**src/rtl/apb_uart_bridge.sv**
```systemverilog
// rtl/apb_uart_bridge.sv - APB slave UART bridge with TX/RX FIFOs, baud divisor and interrupt
//
// Parameters:
//   DATA_W           UART payload bits per frame (8..32)
//   FIFO_DEPTH       entries per TX and RX FIFO (power of two, >= 2)
//   CLKS_PER_BIT_RST reset value of the BAUD register
// Ports:
//   PCLK, PRESET            clock, asynchronous active-high reset
//   PSEL/PENABLE/PWRITE     APB control
//   PADDR[3:0], PWDATA[31:0] APB address (word index in [3:2]) and write data
//   PRDATA[31:0]            read data, non-zero only in a successful read access phase
//   PREADY, PSLVERR         always ready; error on DATA full/empty accesses
//   rx                      serial input (asynchronous)
//   tx, tx_busy             serial output (idles high) and frame-in-progress flag
//   irq                     registered level interrupt
// Register map: 0x0 DATA, 0x4 STATUS, 0x8 CTRL, 0xC BAUD.

module apb_uart_bridge #(
    parameter int DATA_W           = 32,
    parameter int FIFO_DEPTH       = 4,
    parameter int CLKS_PER_BIT_RST = 1042
) (
    input  logic        PCLK,
    input  logic        PRESET,
    input  logic        PSEL,
    input  logic        PENABLE,
    input  logic        PWRITE,
    input  logic [3:0]  PADDR,
    input  logic [31:0] PWDATA,
    output logic [31:0] PRDATA,
    output logic        PREADY,
    output logic        PSLVERR,
    input  logic        rx,
    output logic        tx,
    output logic        tx_busy,
    output logic        irq
);

    localparam int AW        = $clog2(FIFO_DEPTH);
    localparam int BW        = $clog2(DATA_W);
    localparam int DATA_W_M1 = DATA_W - 1;
    localparam logic [BW-1:0] LAST_BIT = DATA_W_M1[BW-1:0];
    localparam logic [AW:0]   FULL_CNT = FIFO_DEPTH[AW:0];

    localparam logic [1:0] A_DATA   = 2'd0;
    localparam logic [1:0] A_STATUS = 2'd1;
    localparam logic [1:0] A_CTRL   = 2'd2;
    localparam logic [1:0] A_BAUD   = 2'd3;

    typedef enum logic [1:0] {S_IDLE, S_START, S_DATA, S_STOP} uart_state_t;

    // ------------------------------------------------------------------
    // Registers and shared state
    // ------------------------------------------------------------------
    logic [3:0]  ctrl;        // {tx_irq_en, rx_irq_en, rx_en, tx_en}
    logic [15:0] baud;
    logic        overrun;
    logic        frame_err;

    logic        apb_acc;
    logic        wr_evt;
    logic        rd_evt;
    logic [1:0]  reg_sel;
    logic [31:0] rd_mux;

    logic unused_bits;
    assign unused_bits = ^{PADDR[1:0], PWDATA};

    assign apb_acc = PSEL & PENABLE;
    assign wr_evt  = apb_acc & PWRITE;
    assign rd_evt  = apb_acc & ~PWRITE;
    assign reg_sel = PADDR[3:2];

    // ------------------------------------------------------------------
    // TX FIFO
    // ------------------------------------------------------------------
    logic [DATA_W-1:0] tx_mem [FIFO_DEPTH];
    logic [AW-1:0]     tx_wr_ptr;
    logic [AW-1:0]     tx_rd_ptr;
    logic [AW:0]       tx_count;
    logic              tx_full;
    logic              tx_empty;
    logic              tx_push;
    logic              tx_pop;
    logic [DATA_W-1:0] tx_pop_data;

    assign tx_full     = (tx_count == FULL_CNT);
    assign tx_empty    = (tx_count == '0);
    // Full is judged on pre-edge state, so a same-cycle pop never rescues a push.
    assign tx_push     = wr_evt & (reg_sel == A_DATA) & ~tx_full;
    assign tx_pop_data = tx_mem[tx_rd_ptr];

    always_ff @(posedge PCLK) begin
        if (tx_push) begin
            tx_mem[tx_wr_ptr] <= PWDATA[DATA_W-1:0];
        end
    end

    always_ff @(posedge PCLK or posedge PRESET) begin
        if (PRESET) begin
            tx_wr_ptr <= '0;
            tx_rd_ptr <= '0;
            tx_count  <= '0;
        end else begin
            if (tx_push) tx_wr_ptr <= tx_wr_ptr + 1'b1;
            if (tx_pop)  tx_rd_ptr <= tx_rd_ptr + 1'b1;
            case ({tx_push, tx_pop})
                2'b10:   tx_count <= tx_count + 1'b1;
                2'b01:   tx_count <= tx_count - 1'b1;
                default: tx_count <= tx_count;
            endcase
        end
    end

    // ------------------------------------------------------------------
    // RX FIFO
    // ------------------------------------------------------------------
    logic [DATA_W-1:0] rx_mem [FIFO_DEPTH];
    logic [AW-1:0]     rx_wr_ptr;
    logic [AW-1:0]     rx_rd_ptr;
    logic [AW:0]       rx_count;
    logic              rx_full;
    logic              rx_empty;
    logic              rx_push;
    logic              rx_pop;
    logic              rx_push_pend;
    logic [DATA_W-1:0] rx_shreg;
    logic [DATA_W-1:0] rx_pop_data;

    assign rx_full     = (rx_count == FULL_CNT);
    assign rx_empty    = (rx_count == '0);
    assign rx_push     = rx_push_pend & ~rx_full;
    assign rx_pop      = rd_evt & (reg_sel == A_DATA) & ~rx_empty;
    assign rx_pop_data = rx_mem[rx_rd_ptr];

    always_ff @(posedge PCLK) begin
        if (rx_push) begin
            rx_mem[rx_wr_ptr] <= rx_shreg;
        end
    end

    always_ff @(posedge PCLK or posedge PRESET) begin
        if (PRESET) begin
            rx_wr_ptr <= '0;
            rx_rd_ptr <= '0;
            rx_count  <= '0;
        end else begin
            if (rx_push) rx_wr_ptr <= rx_wr_ptr + 1'b1;
            if (rx_pop)  rx_rd_ptr <= rx_rd_ptr + 1'b1;
            case ({rx_push, rx_pop})
                2'b10:   rx_count <= rx_count + 1'b1;
                2'b01:   rx_count <= rx_count - 1'b1;
                default: rx_count <= rx_count;
            endcase
        end
    end

    // ------------------------------------------------------------------
    // APB read path and error response
    // ------------------------------------------------------------------
    assign PREADY  = 1'b1;
    assign PSLVERR = (wr_evt & (reg_sel == A_DATA) & tx_full) |
                     (rd_evt & (reg_sel == A_DATA) & rx_empty);

    always_comb begin
        rd_mux = '0;
        case (reg_sel)
            A_DATA:   rd_mux[DATA_W-1:0] = rx_pop_data;
            A_STATUS: rd_mux[6:0] = {tx_busy, frame_err, overrun,
                                     rx_empty, rx_full, tx_empty, tx_full};
            A_CTRL:   rd_mux[3:0]  = ctrl;
            default:  rd_mux[15:0] = baud;
        endcase
    end

    assign PRDATA = (rd_evt & ~PSLVERR) ? rd_mux : 32'd0;

    // ------------------------------------------------------------------
    // TX state machine; tx/tx_busy are driven from the current state, so
    // the line lags the state by one cycle uniformly across every bit.
    // ------------------------------------------------------------------
    uart_state_t       tx_state;
    logic [15:0]       tx_baud;
    logic [15:0]       tx_cnt;
    logic [BW-1:0]     tx_bit;
    logic [DATA_W-1:0] tx_shreg;
    logic              tx_bit_end;

    assign tx_bit_end = (tx_cnt == tx_baud - 16'd1);
    // A pop at the end of STOP chains the next frame with no idle gap.
    assign tx_pop = ctrl[0] & ~tx_empty &
                    ((tx_state == S_IDLE) | ((tx_state == S_STOP) & tx_bit_end));

    always_ff @(posedge PCLK or posedge PRESET) begin
        if (PRESET) begin
            tx_state <= S_IDLE;
            tx_baud  <= 16'd4;
            tx_cnt   <= '0;
            tx_bit   <= '0;
            tx_shreg <= '0;
            tx       <= 1'b1;
            tx_busy  <= 1'b0;
        end else begin
            case (tx_state)
                S_IDLE:  begin tx <= 1'b1;        tx_busy <= 1'b0; end
                S_START: begin tx <= 1'b0;        tx_busy <= 1'b1; end
                S_DATA:  begin tx <= tx_shreg[0]; tx_busy <= 1'b1; end
                default: begin tx <= 1'b1;        tx_busy <= 1'b1; end
            endcase

            if (tx_pop) begin
                tx_state <= S_START;
                tx_baud  <= baud;
                tx_cnt   <= '0;
                tx_shreg <= tx_pop_data;
            end else if (tx_state != S_IDLE) begin
                if (!tx_bit_end) begin
                    tx_cnt <= tx_cnt + 16'd1;
                end else begin
                    tx_cnt <= '0;
                    case (tx_state)
                        S_START: begin
                            tx_state <= S_DATA;
                            tx_bit   <= '0;
                        end
                        S_DATA: begin
                            tx_shreg <= tx_shreg >> 1;
                            tx_bit   <= tx_bit + 1'b1;
                            if (tx_bit == LAST_BIT) tx_state <= S_STOP;
                        end
                        default: tx_state <= S_IDLE;
                    endcase
                end
            end
        end
    end

    // ------------------------------------------------------------------
    // RX synchroniser and state machine. After the start-bit mid sample
    // the counter restarts, so every later sample lands a full bit later.
    // ------------------------------------------------------------------
    uart_state_t   rx_state;
    logic          rx_s1;
    logic          rx_s2;
    logic          rx_prev;
    logic          rx_fall;
    logic [15:0]   rx_baud;
    logic [15:0]   rx_cnt;
    logic [15:0]   rx_half;
    logic [BW-1:0] rx_bit;
    logic          rx_bit_end;
    logic          rx_set_frame_err;
    logic          rx_set_overrun;

    assign rx_fall          = rx_prev & ~rx_s2;
    assign rx_half          = {1'b0, rx_baud[15:1]};
    assign rx_bit_end       = (rx_cnt == rx_baud - 16'd1);
    assign rx_set_frame_err = (rx_state == S_STOP) & rx_bit_end & ~rx_s2;
    assign rx_set_overrun   = rx_push_pend & rx_full;

    always_ff @(posedge PCLK or posedge PRESET) begin
        if (PRESET) begin
            rx_s1   <= 1'b1;
            rx_s2   <= 1'b1;
            rx_prev <= 1'b1;
        end else begin
            rx_s1   <= rx;
            rx_s2   <= rx_s1;
            rx_prev <= rx_s2;
        end
    end

    always_ff @(posedge PCLK or posedge PRESET) begin
        if (PRESET) begin
            rx_state     <= S_IDLE;
            rx_baud      <= 16'd4;
            rx_cnt       <= '0;
            rx_bit       <= '0;
            rx_shreg     <= '0;
            rx_push_pend <= 1'b0;
        end else begin
            rx_push_pend <= 1'b0;
            case (rx_state)
                S_IDLE: begin
                    if (ctrl[1] && rx_fall) begin
                        rx_state <= S_START;
                        rx_baud  <= baud;
                        rx_cnt   <= '0;
                    end
                end
                S_START: begin
                    if (rx_cnt == rx_half) begin
                        rx_cnt   <= '0;
                        rx_bit   <= '0;
                        // A line already back high is a glitch, not a start bit.
                        rx_state <= rx_s2 ? S_IDLE : S_DATA;
                    end else begin
                        rx_cnt <= rx_cnt + 16'd1;
                    end
                end
                S_DATA: begin
                    if (rx_bit_end) begin
                        rx_cnt   <= '0;
                        rx_shreg <= {rx_s2, rx_shreg[DATA_W-1:1]};
                        rx_bit   <= rx_bit + 1'b1;
                        if (rx_bit == LAST_BIT) rx_state <= S_STOP;
                    end else begin
                        rx_cnt <= rx_cnt + 16'd1;
                    end
                end
                default: begin
                    if (rx_bit_end) begin
                        rx_cnt       <= '0;
                        rx_state     <= S_IDLE;
                        // The word is committed on the following edge.
                        rx_push_pend <= rx_s2;
                    end else begin
                        rx_cnt <= rx_cnt + 16'd1;
                    end
                end
            endcase
        end
    end

    // ------------------------------------------------------------------
    // Control/status registers and interrupt
    // ------------------------------------------------------------------
    always_ff @(posedge PCLK or posedge PRESET) begin
        if (PRESET) begin
            ctrl      <= 4'h3;
            baud      <= 16'(CLKS_PER_BIT_RST);
            overrun   <= 1'b0;
            frame_err <= 1'b0;
            irq       <= 1'b0;
        end else begin
            if (wr_evt && reg_sel == A_CTRL) begin
                ctrl <= PWDATA[3:0];
            end
            if (wr_evt && reg_sel == A_BAUD) begin
                baud <= (PWDATA[15:0] < 16'd4) ? 16'd4 : PWDATA[15:0];
            end
            // A new error on the same edge as a clear wins over the clear.
            if (rx_set_overrun) begin
                overrun <= 1'b1;
            end else if (wr_evt && reg_sel == A_STATUS && PWDATA[4]) begin
                overrun <= 1'b0;
            end
            if (rx_set_frame_err) begin
                frame_err <= 1'b1;
            end else if (wr_evt && reg_sel == A_STATUS && PWDATA[5]) begin
                frame_err <= 1'b0;
            end
            irq <= (ctrl[2] & ~rx_empty) | (ctrl[3] & tx_empty) | overrun | frame_err;
        end
    end

endmodule

```
**config.mk**
```make
export PLATFORM = sky130hd
export DESIGN_NAME = apb_uart_bridge
export DESIGN_NICKNAME = d
export VERILOG_FILES = /design/src/rtl/apb_uart_bridge.sv
export SDC_FILE = /design/constraint.sdc
export NUM_CORES = 1
export LEC_CHECK = 0
export ABC_AREA = 1
export CORE_ASPECT_RATIO = 0.8
export CORE_MARGIN = 3
export CORE_UTILIZATION = 40
export CTS_BUF_LIST = sky130_fd_sc_hd__clkbuf_8 sky130_fd_sc_hd__clkbuf_16
export CTS_CLUSTER_SIZE = 40
export DETAILED_ROUTE_END_ITERATION = 7
export HOLD_SLACK_MARGIN = 0.12
export PLACE_DENSITY = 0.56
export SLEW_MARGIN = 15
export SYNTH_ARGS = -nofsm -noshare
export SYNTH_HDL_FRONTEND = slang
export SYNTH_SLANG_ARGS = --single-unit
```
**constraint.sdc**
```tcl
create_clock -name PCLK -period 10.51 [get_ports PCLK]
set_clock_uncertainty 0.1 [all_clocks]
set_input_delay 3.153 -clock PCLK [delete_from_list [all_inputs] [get_ports PCLK]]
set_output_delay 3.153 -clock PCLK [all_outputs]
set_load 0.005 [all_outputs]
```
==> flow_metrics.env <==
export IMPL_outcome="finished clean"
export IMPL_setup_viol=0
export IMPL_clock_latency_ns=0.57
export IMPL_synth_top_area_share_pct=38.52
export IMPL_cts_hold_buffers=0
export IMPL_grt_max_degree=114
export IMPL_rows=72
export IMPL_die_y_um=205.8
export IMPL_regArea_um2=12330
export IMPL_synth_xor_area_share_pct=3.417
export IMPL_cap_violations=0
export IMPL_first_global_vias=13954
export IMPL_synth_simple_area_share_pct=18.58
export IMPL_final_hold_violation_count=0
export IMPL_yosysSeqAreaShare_pct=61.79
export IMPL_seqPwrFrac_pct=39.4
export IMPL_cp_max_fo=16
export IMPL_power_total_mw=5.686
export IMPL_yosysWarnings=0
export IMPL_power_density_nw_per_um2=247.4
export IMPL_yosysMostFrequentCell="nand2_1"
export IMPL_synth_mux_area_share_pct=0.05643
export IMPL_worst_pin_slew_ns=1.105
export IMPL_netlist_cell_type_count=53
export IMPL_reg2reg_from="tx_baud[0]"
export IMPL_syn_area_per_cell_um2=9.792
export IMPL_fmax_mhz=108.1
export IMPL_worstReg2RegEnd="tx_count[2]"
export IMPL_synth_compound_area_share_pct=9.581
export IMPL_synth_top_family_by_area="simple AND/OR/NAND/NOR gates"
export IMPL_r2r_slack_ns=6.38
export IMPL_final_nets=2155
export IMPL_fp_dieArea_um2=52620
export IMPL_die_w_um=255.7
export IMPL_hpwl_um=29960
export IMPL_antenna_found_initial=1
export IMPL_synthFlopType="edfxtp_1"
export IMPL_slew_violations=0
export IMPL_multi_input_area_um2=6689
export IMPL_yosys_top_cells_area="edfxtp_1 (39%), dfrtp_1 (22%), nand2_1 (8.1%)"
export IMPL_initialDrtViolationCount=911
export IMPL_diodes=0
export IMPL_wl_um=48140
export IMPL_grt_usage_pct=18.66
export IMPL_pwr_share_comb_pct=30.1
export IMPL_initial_core_util_pct=40.87
export IMPL_synth_cells=2038
export IMPL_post_drt_wl_per_cell_um=17.24
export IMPL_power_share_clock_pct=30.5
export IMPL_synth_edf_count=256
export IMPL_final_core_util_pct=47.08
export IMPL_min_period_ns=9.251
export IMPL_drc_errors=0
export IMPL_reg2reg_depth=20
export IMPL_syn_to_final_growth_pct=15.19
export IMPL_postCtsResizedCells=0
export IMPL_syn_area_um2=19960
export IMPL_hp_start="rx_s1"
export IMPL_root_buffer="clkbuf_16"
export IMPL_ioPinCount=79
export IMPL_n_fill_cell=4663
export IMPL_holdPathEnd="rx_s2"
export IMPL_grt_pass1_wl_um=78040
export IMPL_p_leak_nw=9.191
export IMPL_critPathKind="input pin to primary output"
export IMPL_ant_nets=0
export IMPL_finalNonFillerCells=2793
export IMPL_arrival_ns=6.00
export IMPL_tns_ns=0
export IMPL_hold_path_class="flip-flop to flip-flop"
export IMPL_post_drt_via_cell_ratio=5.078
export IMPL_synth_common_cells="nand2_1 (429), nor2_1 (284), edfxtp_1 (256)"
export IMPL_critPathLaunchType="input pin"
export IMPL_dr_pass1_iters=5
export IMPL_cts_tree="done"
export IMPL_drive_gt1_share_pct=7.005
export IMPL_postCtsSetupRepairBufs=0
export IMPL_via_count=14182
export IMPL_crit_path_end_kind="primary output"
export IMPL_p_sw_share_pct=36.25
export IMPL_rsz0062_at_grt="no"
export IMPL_ir_drop_uv=128.0
export IMPL_synth_top_area_cell="edfxtp_1"
export IMPL_p_int_mw=3.625
export IMPL_ctsLongestPathBuffers=3
export IMPL_numCtsBuffers=47
export IMPL_port_buffers=75
export IMPL_synthArstFlopShare_pct=41.95
export IMPL_htree_num_levels=2
export IMPL_synth_nets=2104
export IMPL_switchingPower_mw=2.061
export IMPL_min_path_cells=0
export IMPL_clock_sinks=441
export IMPL_synthAdderAreaFrac_pct=1.580
export IMPL_fin_crit_sh_pct=88.02
export IMPL_hold_slack_ns=0.2549
export IMPL_gp_congestion=0.8775
export IMPL_core_um2=48830
export IMPL_placed_cells=2705
export IMPL_max_slew_margin_rel_pct=26.25
export IMPL_clk_pin_slew_ns=0.06
export IMPL_cp_required_ns=7.26
export IMPL_grt_overflow=0
export IMPL_ys_seq_elements=441
power groups by stage:
stage          clock network (mW)  registers [mW]  logic (mW)
2_1_floorplan                   0            2.17        1.33
3_3_place_gp                    0            2.27        1.69
3_5_place_dp                    0            2.27        1.72
4_1_cts                      1.78            2.24        1.73
5_1_grt                      1.85            2.27        1.98
6_report                     1.73            2.24        1.71
registers in the layout, summed over array words and instances, names as in the netlist, 3 cells and up:
| register | cells |
|---|---|
| tx_shreg | 32 |
| tx_count | 3 |
| tx_mem | 128 |
| rx_mem | 128 |
| ctrl | 4 |
| rx_cnt | 16 |
| tx_baud | 16 |
| rx_bit | 5 |
| baud | 16 |
| tx_cnt | 16 |
| rx_shreg | 32 |
| rx_count | 3 |
| tx_bit | 5 |
| rx_baud | 16 |
cell type report:
class / instances / share of cell area, %
Tap cell: 666 / 3.625
Clock buffer: 51 / 5.356
Clock inverter: 36 / 1.731
Inverter: 156 / 2.580
Multi-Input combinational cell: 1348 / 29.10
Sequential cell: 441 / 53.66
Timing Repair Buffer: 95 / 3.952
metrics by stage:
stage	cell area [um2]	setup WS, ns
after floorplan	19960	2.246
after global placement	21340	1.312
after detailed placement	21340	1.296
after CTS	22970	1.298
after global routing	22990	0.9977
final	22990	1.259
logic make-up (layout without fill, tap and decap cells):
logic type	Yosys count	count (layout)
compound gates	353	353
xor+xnor	77	77
fa+ha+maj	24	24
buf+inv	249	338
flops	441	441
mux	1	1
other cells	1	1
simple gates	892	892
metal layers:
metal  up-vias  part of all wire, %  GRT usage (%)
met5         -                0.027              0
met4         2                  2.8          6.146
met3        84                  4.8          2.879
met2       282                   44          29.01
met1      6860                   48          26.92
li1       6954                    -              -
worst max path at each step:
stage                     startpoint         to  cells after the start
after detailed placement    PADDR[2]  PRDATA[3]                     10
after CTS                   PADDR[2]  PRDATA[3]                     10
final                       PADDR[2]  PRDATA[3]                     10
after global placement      PADDR[2]  PRDATA[3]                     10
after floorplan               PRESET    baud[0]                      1
after global routing        PADDR[2]  PRDATA[3]                     10
cell usage in the layout (no fill, tap or decap), types with 6 or more instances in the layout:
cell type	Yosys	final
nor3_1	22	22
inv_1	150	156
dfstp_2	11	11
nor2_1	284	275
nor2_4	3	10
nand2_1	429	429
bufinv_16	0	8
clkinv_2	0	10
nand3_1	91	91
nand4_1	24	24
clkdlybuf4s50_1	0	75
nor4_1	6	6
a31oi_1	20	20
a21oi_1	63	63
dfrtp_1	174	172
edfxtp_1	256	256
clkbuf_16	0	47
o22ai_1	45	45
nor3b_1	7	7
nor2_2	5	7
clkinv_1	2	6
ha_1	22	22
o21ai_0	173	173
xor2_1	60	60
o21ai_1	34	34
buf_4	4	19
xnor2_1	16	16
worst max-delay path: stages:
cell and delay [ns]:
clkdlybuf4s50_1 0.56, nor2_1 0.17, inv_1 0.20, nor2_1 0.08, nand2_1 0.06, o21ai_0 0.10
inv_1 0.07, nand2_1 0.37, a31oi_1 0.62, clkdlybuf4s50_1 0.61
Note: power is estimated with default switching activity, not from simulation.
